<file path="src/rtl/game_pkg.sv">
// Shared game-level types and constants for the display pipeline.
package game_pkg;

    typedef enum logic [2:0] {
        IDLE,
        SCAN,
        REPORT,
        COOL,
        OVER
    } state_t;

    localparam int          MAX_X               = 640;
    localparam int          MAX_Y               = 480;
    localparam logic [11:0] SPRITE_BG           = 12'h6DE;
    localparam int          DEF_LIVES           = 3;
    localparam int          DEF_COOLDOWN_FRAMES = 120;
    localparam int          CNT_W               = 12;

endpackage

</file>
<file path="src/rtl/frame_overlap_acc.sv">
// Per-frame overlap accumulator: saturating pixel counter and obstacle mask.
// cnt_now includes the current pixel so the frame-end decision can use it.
module frame_overlap_acc
    import game_pkg::*;
#(
    parameter int N_OBJ = 4
) (
    input  logic             clk,
    input  logic             reset,
    input  logic             clr,
    input  logic             en,
    input  logic             frame_end,
    input  logic             video_on,
    input  logic             diver_on,
    input  logic [N_OBJ-1:0] obj_on,
    output logic [CNT_W-1:0] cnt_now,
    output logic [N_OBJ-1:0] frame_mask
);

    logic             ovl;
    logic [CNT_W-1:0] cnt;
    logic [N_OBJ-1:0] mask;
    logic [N_OBJ-1:0] mask_now;

    assign ovl      = video_on && diver_on && (|obj_on);
    assign cnt_now  = (ovl && cnt != '1) ? cnt + 1'b1 : cnt;
    assign mask_now = ovl ? (mask | (obj_on & {N_OBJ{diver_on}})) : mask;

    // frame_mask snapshots the completed frame so the running mask can restart.
    always_ff @(posedge clk) begin
        if (reset) begin
            cnt        <= '0;
            mask       <= '0;
            frame_mask <= '0;
        end else if (clr) begin
            cnt  <= '0;
            mask <= '0;
        end else if (en) begin
            if (frame_end) begin
                cnt        <= '0;
                mask       <= '0;
                frame_mask <= mask_now;
            end else begin
                cnt  <= cnt_now;
                mask <= mask_now;
            end
        end
    end

endmodule

</file>
<file path="src/rtl/collision_detector.sv">
// Diver/obstacle collision detector: per-frame hit decision, cooldown, lives.
// Define COLLISION_DEBUG_EN to expose the last completed frame's overlap count.
module collision_detector
    import game_pkg::*;
#(
    parameter int N_OBJ           = 4,
    parameter int HIT_THRESH      = 8,
    parameter int COOLDOWN_FRAMES = DEF_COOLDOWN_FRAMES,
    parameter int LIVES           = DEF_LIVES,
    parameter int END_X           = MAX_X - 1,
    parameter int END_Y           = MAX_Y - 1
) (
    input  logic             clk,
    input  logic             reset,
    input  logic             game_active,
    input  logic             video_on,
    input  logic [9:0]       x,
    input  logic [9:0]       y,
    input  logic             diver_on,
    input  logic [N_OBJ-1:0] obj_on,
    output logic             collision,
    output logic [N_OBJ-1:0] obj_hit,
    output logic [1:0]       lives,
    output logic             game_over
`ifdef COLLISION_DEBUG_EN
    ,
    output logic [CNT_W-1:0] dbg_overlap_cnt
`endif
);

    localparam int CW = $clog2(COOLDOWN_FRAMES + 2);

    state_t           state, state_nx;
    logic             frame_end;
    logic             abort;
    logic [CNT_W-1:0] cnt_now;
    logic [N_OBJ-1:0] frame_mask;
    logic [CW-1:0]    cool_cnt;

    assign frame_end = (x == 10'(END_X)) && (y == 10'(END_Y));
    // REPORT always finishes its pulse before honouring a dropped game_active.
    assign abort     = !game_active && (state != REPORT);
    assign collision = (state == REPORT);
    assign game_over = (state == OVER);

    frame_overlap_acc #(.N_OBJ(N_OBJ)) u_acc (
        .clk        (clk),
        .reset      (reset),
        .clr        (state != SCAN),
        .en         (state == SCAN),
        .frame_end  (frame_end),
        .video_on   (video_on),
        .diver_on   (diver_on),
        .obj_on     (obj_on),
        .cnt_now    (cnt_now),
        .frame_mask (frame_mask)
    );

    always_comb begin
        state_nx = state;
        case (state)
            IDLE:   if (game_active) state_nx = SCAN;
            SCAN:   if (frame_end && cnt_now >= CNT_W'(HIT_THRESH)) state_nx = REPORT;
            REPORT: begin
                if (!game_active)          state_nx = IDLE;
                else if (lives <= 2'd1)    state_nx = OVER;
                else if (COOLDOWN_FRAMES == 0) state_nx = SCAN;
                else                       state_nx = COOL;
            end
            COOL:   if (frame_end && cool_cnt <= CW'(1)) state_nx = SCAN;
            OVER:   state_nx = OVER;
            default: state_nx = IDLE;
        endcase
        if (abort) state_nx = IDLE;
    end

    always_ff @(posedge clk) begin
        if (reset) begin
            state    <= IDLE;
            lives    <= 2'(LIVES);
            obj_hit  <= '0;
            cool_cnt <= '0;
        end else begin
            state <= state_nx;
            if (abort) begin
                lives   <= 2'(LIVES);
                obj_hit <= '0;
            end else if (state == REPORT) begin
                obj_hit  <= frame_mask;
                cool_cnt <= CW'(COOLDOWN_FRAMES);
                if (lives != 2'd0) lives <= lives - 2'd1;
            end else if (state == COOL && frame_end && cool_cnt != '0) begin
                cool_cnt <= cool_cnt - 1'b1;
            end
        end
    end

`ifdef COLLISION_DEBUG_EN
    always_ff @(posedge clk) begin
        if (reset)                         dbg_overlap_cnt <= '0;
        else if (state == SCAN && frame_end) dbg_overlap_cnt <= cnt_now;
    end
`endif

endmodule

</file>
<file path="config.mk">
export PLATFORM = sky130hd
export DESIGN_NAME = collision_detector
export DESIGN_NICKNAME = d
export VERILOG_FILES = /design/src/rtl/game_pkg.sv /design/src/rtl/frame_overlap_acc.sv /design/src/rtl/collision_detector.sv
export SDC_FILE = /design/constraint.sdc
export NUM_CORES = 1
export LEC_CHECK = 0
export ABC_AREA = 1
export CELL_PAD_IN_SITES_DETAIL_PLACEMENT = 1
export CELL_PAD_IN_SITES_GLOBAL_PLACEMENT = 1
export CORE_UTILIZATION = 33
export CTS_CLUSTER_SIZE = 40
export DETAILED_ROUTE_END_ITERATION = 8
export PLACE_DENSITY = 0.85
export SKIP_LAST_GASP = 1
export SLEW_MARGIN = 15
export SYNTH_ARGS = -nofsm -noshare
export SYNTH_HDL_FRONTEND = slang
export SYNTH_SLANG_ARGS = --single-unit
</file>
<file path="constraint.sdc">
create_clock -name clk -period 1.7 [get_ports clk]
set_input_delay 0.255 -clock clk [delete_from_list [all_inputs] [get_ports clk]]
set_output_delay 0.255 -clock clk [all_outputs]
set_load 0.03 [all_outputs]
</file>
==> results.sh <==
export IMPL_run_status="finished, violations left"
export IMPL_failed_checks="negative setup slack"
export IMPL_critical_path_max_fanout=7
export IMPL_starting_density_of_the_core_pct=34.57
export IMPL_synth_seq_cells=36
export IMPL_syn_nets=333
export IMPL_fp_dieW_um=81.22
export IMPL_detail_route_wl_per_cell_um=15.26
export IMPL_drt_vias_per_instance=4.955
export IMPL_cts_sinks=36
export IMPL_ioPinCount=37
export IMPL_grt_usage_pct=21.36
export IMPL_finalWorstPathRequiredPeriod_ns=1.743
export IMPL_grt_overflow_total=0
export IMPL_placement_setup_worst_slack_ns=-0.2848
export IMPL_cts_hold_buffers=0
export IMPL_initialDrtViolationCount=50
export IMPL_critPathLaunchType="flop"
export IMPL_slew_headroom_pct=76.81
export IMPL_clk_insertion_delay_late_ns=0.30
export IMPL_post_route_period_util_pct=102.5
export IMPL_grt_setup_unrepaired="yes"
export IMPL_cp_slowest_stage_delay_ns=0.40
export IMPL_detail_route_wirelength_mm=6.759
export IMPL_holdCritPathClass="in -> reg"
export IMPL_gp_congestion=0.8373
export IMPL_floorplan_die_area_um2=6596
export IMPL_p_leak_nw=1.246
export IMPL_hold_violations=0
export IMPL_vias=2195
export IMPL_timing_final_ws_setup_ns=-0.04311
export IMPL_drt_drc_violations_left=0
export IMPL_cp_cell_sequence="nand2_1 > nor2_2 > nand3_4 > nand2_8 > inv_8 > nand2_2 > nand2_1 > inv_2 > nand3_2 > nor2_2 > nand2_2 > nand3_2 > a21oi_2"
export IMPL_power_per_cell_area_nw_per_um2=593.1
export IMPL_endpoint_kind="flop"
export IMPL_grt_pass1_wl_mm=10.52
export IMPL_insertedDiodeCount=0
export IMPL_worstPathArrival_ns=1.94
export IMPL_first_global_vias=2351
export IMPL_synthToLayoutAreaGrowth_pct=43.69
export IMPL_worst_setup_path_type="reg -> reg"
export IMPL_fmaxAchievable_mhz=573.7
export IMPL_drive_above_1_share_pct=30.16
export IMPL_cts_buffers=5
export IMPL_layout_net_count=401
export IMPL_worstMarginPinSlew_ns=0.3468
export IMPL_synth_warning_count=0
export IMPL_drt_pre_antenna_iters=4
export IMPL_max_clock_path_buffers=2
export IMPL_initial_antenna_violation_count=0
export IMPL_design_core_area_um2=5991
export IMPL_crit_path_top_delay_cell="sky130_fd_sc_hd__dfxtp_2"
export IMPL_rows=28
export IMPL_grt_max_degree=14
export IMPL_ant_nets=0
export IMPL_vdd_ir_drop_max_mv=0.3952
export IMPL_clk_pin_slew_worst_paths_ns=0.09
export IMPL_worst_path_buf_inv=2
export IMPL_slew_viol_final=0
export IMPL_cts_root_buf="sky130_fd_sc_hd__clkbuf_8"
export IMPL_netlist_instances=299
export IMPL_final_core_util_pct=49.67
export IMPL_synth_distinct_cells=39
export IMPL_finalInstanceArea_um2=2975
export IMPL_post_synth_cell_area_avg_um2=6.926
export IMPL_die_height_um=81.22
export IMPL_placedInstanceArea_um2=2701
export IMPL_worst_path_dominant_cell_family="simple AND/OR/NAND/NOR gates"
export IMPL_clock_tree_from_tritoncts="done"
export IMPL_cap_violations=0
export IMPL_clock_tree_htree_level_count=2
export IMPL_cp_data_required_time_ns=1.90
export IMPL_final_number_of_setup_violating_endpoints=2
export IMPL_numPortBuffers=36
export IMPL_hpwl_mm=4.537
export IMPL_synthesized_cell_area_um2=2071
export IMPL_ys_seq_area_share_pct=34.80
export IMPL_finalClockSkew_ns=0.009257
==> synthesized netlist by cell type <==
cell type / n / area [um2]
sky130_fd_sc_hd__or2_2: 3 / 18.77
sky130_fd_sc_hd__inv_8: 1 / 11.26
sky130_fd_sc_hd__nand3_2: 2 / 20.02
sky130_fd_sc_hd__inv_1: 47 / 176.4
sky130_fd_sc_hd__a21oi_4: 2 / 32.53
sky130_fd_sc_hd__nand2_4: 1 / 11.26
sky130_fd_sc_hd__inv_2: 7 / 26.28
sky130_fd_sc_hd__clkbuf_1: 3 / 11.26
sky130_fd_sc_hd__nor3b_1: 2 / 15.01
sky130_fd_sc_hd__xnor2_1: 1 / 8.760
sky130_fd_sc_hd__nand2_2: 6 / 37.54
sky130_fd_sc_hd__dfxtp_1: 36 / 720.7
sky130_fd_sc_hd__nand3b_1: 1 / 7.510
sky130_fd_sc_hd__nor3_4: 1 / 16.27
sky130_fd_sc_hd__nand3_4: 1 / 17.52
sky130_fd_sc_hd__nor2_1: 36 / 135.1
sky130_fd_sc_hd__o21ai_2: 3 / 26.28
sky130_fd_sc_hd__or2_0: 1 / 6.260
sky130_fd_sc_hd__o21ai_0: 6 / 30.03
sky130_fd_sc_hd__nor2b_1: 1 / 6.260
sky130_fd_sc_hd__nor3_2: 1 / 10.01
sky130_fd_sc_hd__nor2_2: 5 / 31.28
sky130_fd_sc_hd__nor3_1: 6 / 30.03
sky130_fd_sc_hd__a211oi_1: 4 / 30.03
sky130_fd_sc_hd__a31o_2: 1 / 8.760
sky130_fd_sc_hd__nand2_8: 1 / 20.02
sky130_fd_sc_hd__o211ai_1: 2 / 15.01
sky130_fd_sc_hd__a31oi_1: 1 / 6.260
sky130_fd_sc_hd__a21oi_1: 22 / 110.1
sky130_fd_sc_hd__nand3_1: 15 / 75.07
sky130_fd_sc_hd__a21boi_1: 1 / 7.510
sky130_fd_sc_hd__ha_1: 5 / 62.56
sky130_fd_sc_hd__nor4_1: 1 / 6.260
sky130_fd_sc_hd__nor2_4: 1 / 11.26
sky130_fd_sc_hd__nand2_1: 58 / 217.7
sky130_fd_sc_hd__nand4_1: 8 / 50.05
sky130_fd_sc_hd__xor2_1: 3 / 26.28
sky130_fd_sc_hd__o21ai_1: 2 / 10.01
sky130_fd_sc_hd__o21a_1: 1 / 7.510
==> metrics by stage <==
stage / power (mW) / cells / hold slack [ns] / setup TNS (ns)
after floorplan: 0.9961 / 299 / 0.4338 / 0
after global placement: 1.110 / 431 / 0.4494 / -3.673
after detailed placement: 1.118 / 431 / 0.4533 / -5.788
after CTS: 1.776 / 441 / 0.4705 / 0
after global routing: 1.834 / 443 / 0.3987 / -0.4136
final: 1.765 / 443 / 0.3596 / -0.07793
==> cell usage in the layout, fill, tap and decap left out, drive strengths merged, types with 8 or more instances in the layout <==
master	instances
nand2	66
inv	56
nor2	42
dfxtp	36
buf	29
clkdlybuf4s50	25
a21oi	24
nand3	18
o21ai	11
nand4	8
nor3	8
==> kinds of logic (layout without fill, tap and decap cells) <==
group	after synthesis	in the layout	synth area share, %
xor gates and xnor gates	4	4	1.692
AOI/OAI and AO/OA	45	45	13.72
buffers and inverters	58	127	10.88
DFF	36	36	34.80
and+or+nand+nor	151	151	35.89
adders and majority gates	5	5	3.021
==> routing by layer <==
metal  routed length (um)  up-vias  GRT usage (%)
li1                     -     1088              -
met1                 2783     1066          23.78
met2                 3739       29          39.66
met3                   95       12          3.483
met4                  140        0          9.107
met5                    0        -              0
==> flip-flops by register name (all words and copies together) (netlist names) <==
signal and flops:
u_acc.cnt 12, cool_cnt 7, obj_hit 4, u_acc.frame_mask 4, u_acc.mask 4, state 3
lives 2
==> path summary, 6_finish.rpt <==
path	end	start	cells past startpoint	slack (ns)
min reg2reg	obj_hit[3]	obj_hit[3]	2	0.47
max reg2reg	state[1]	u_acc.cnt[8]	13	-0.04
min	u_acc.mask[2]	obj_on[2]	5	0.36
max	state[1]	u_acc.cnt[8]	13	-0.04
==> final cells by class <==
type / instances / area (um2)
multi-input combinational: 205 / 1241
sequential: 36 / 742.0
fill: 743 / 3015
clock inverter: 3 / 23.77
tap: 75 / 93.84
inverter: 55 / 216.5
timing repair inverter: 1 / 11.26
timing repair buffer: 63 / 578.1
clock buffer: 5 / 68.82
==> worst register-to-register path: cells and delay by family, from the launching register on <==
| family | cells | cell delay, ns |
|---|---|---|
| AOI/OAI and AO/OA | 1 | 0.05 |
| buffers and inverters | 2 | 0.12 |
| DFF | 1 | 0.40 |
| and+or+nand+nor | 10 | 1.07 |
==> repair_timing <==
item | 4_1_cts | 5_1_grt
endpoints found under the setup margin | 3 | 10
setup buffers | 2 | 2
gates cloned | 1 | 0
pin swaps | 15 | 13
hold endpoints to repair | 0 | 0
resized for setup | 33 | 24
==> where the power goes <==
part / switching (mW) / internal [mW]
sequential: 0.00948 / 0.848
combinational: 0.129 / 0.123
clock: 0.364 / 0.291
(Power assumes the default switching activity.)
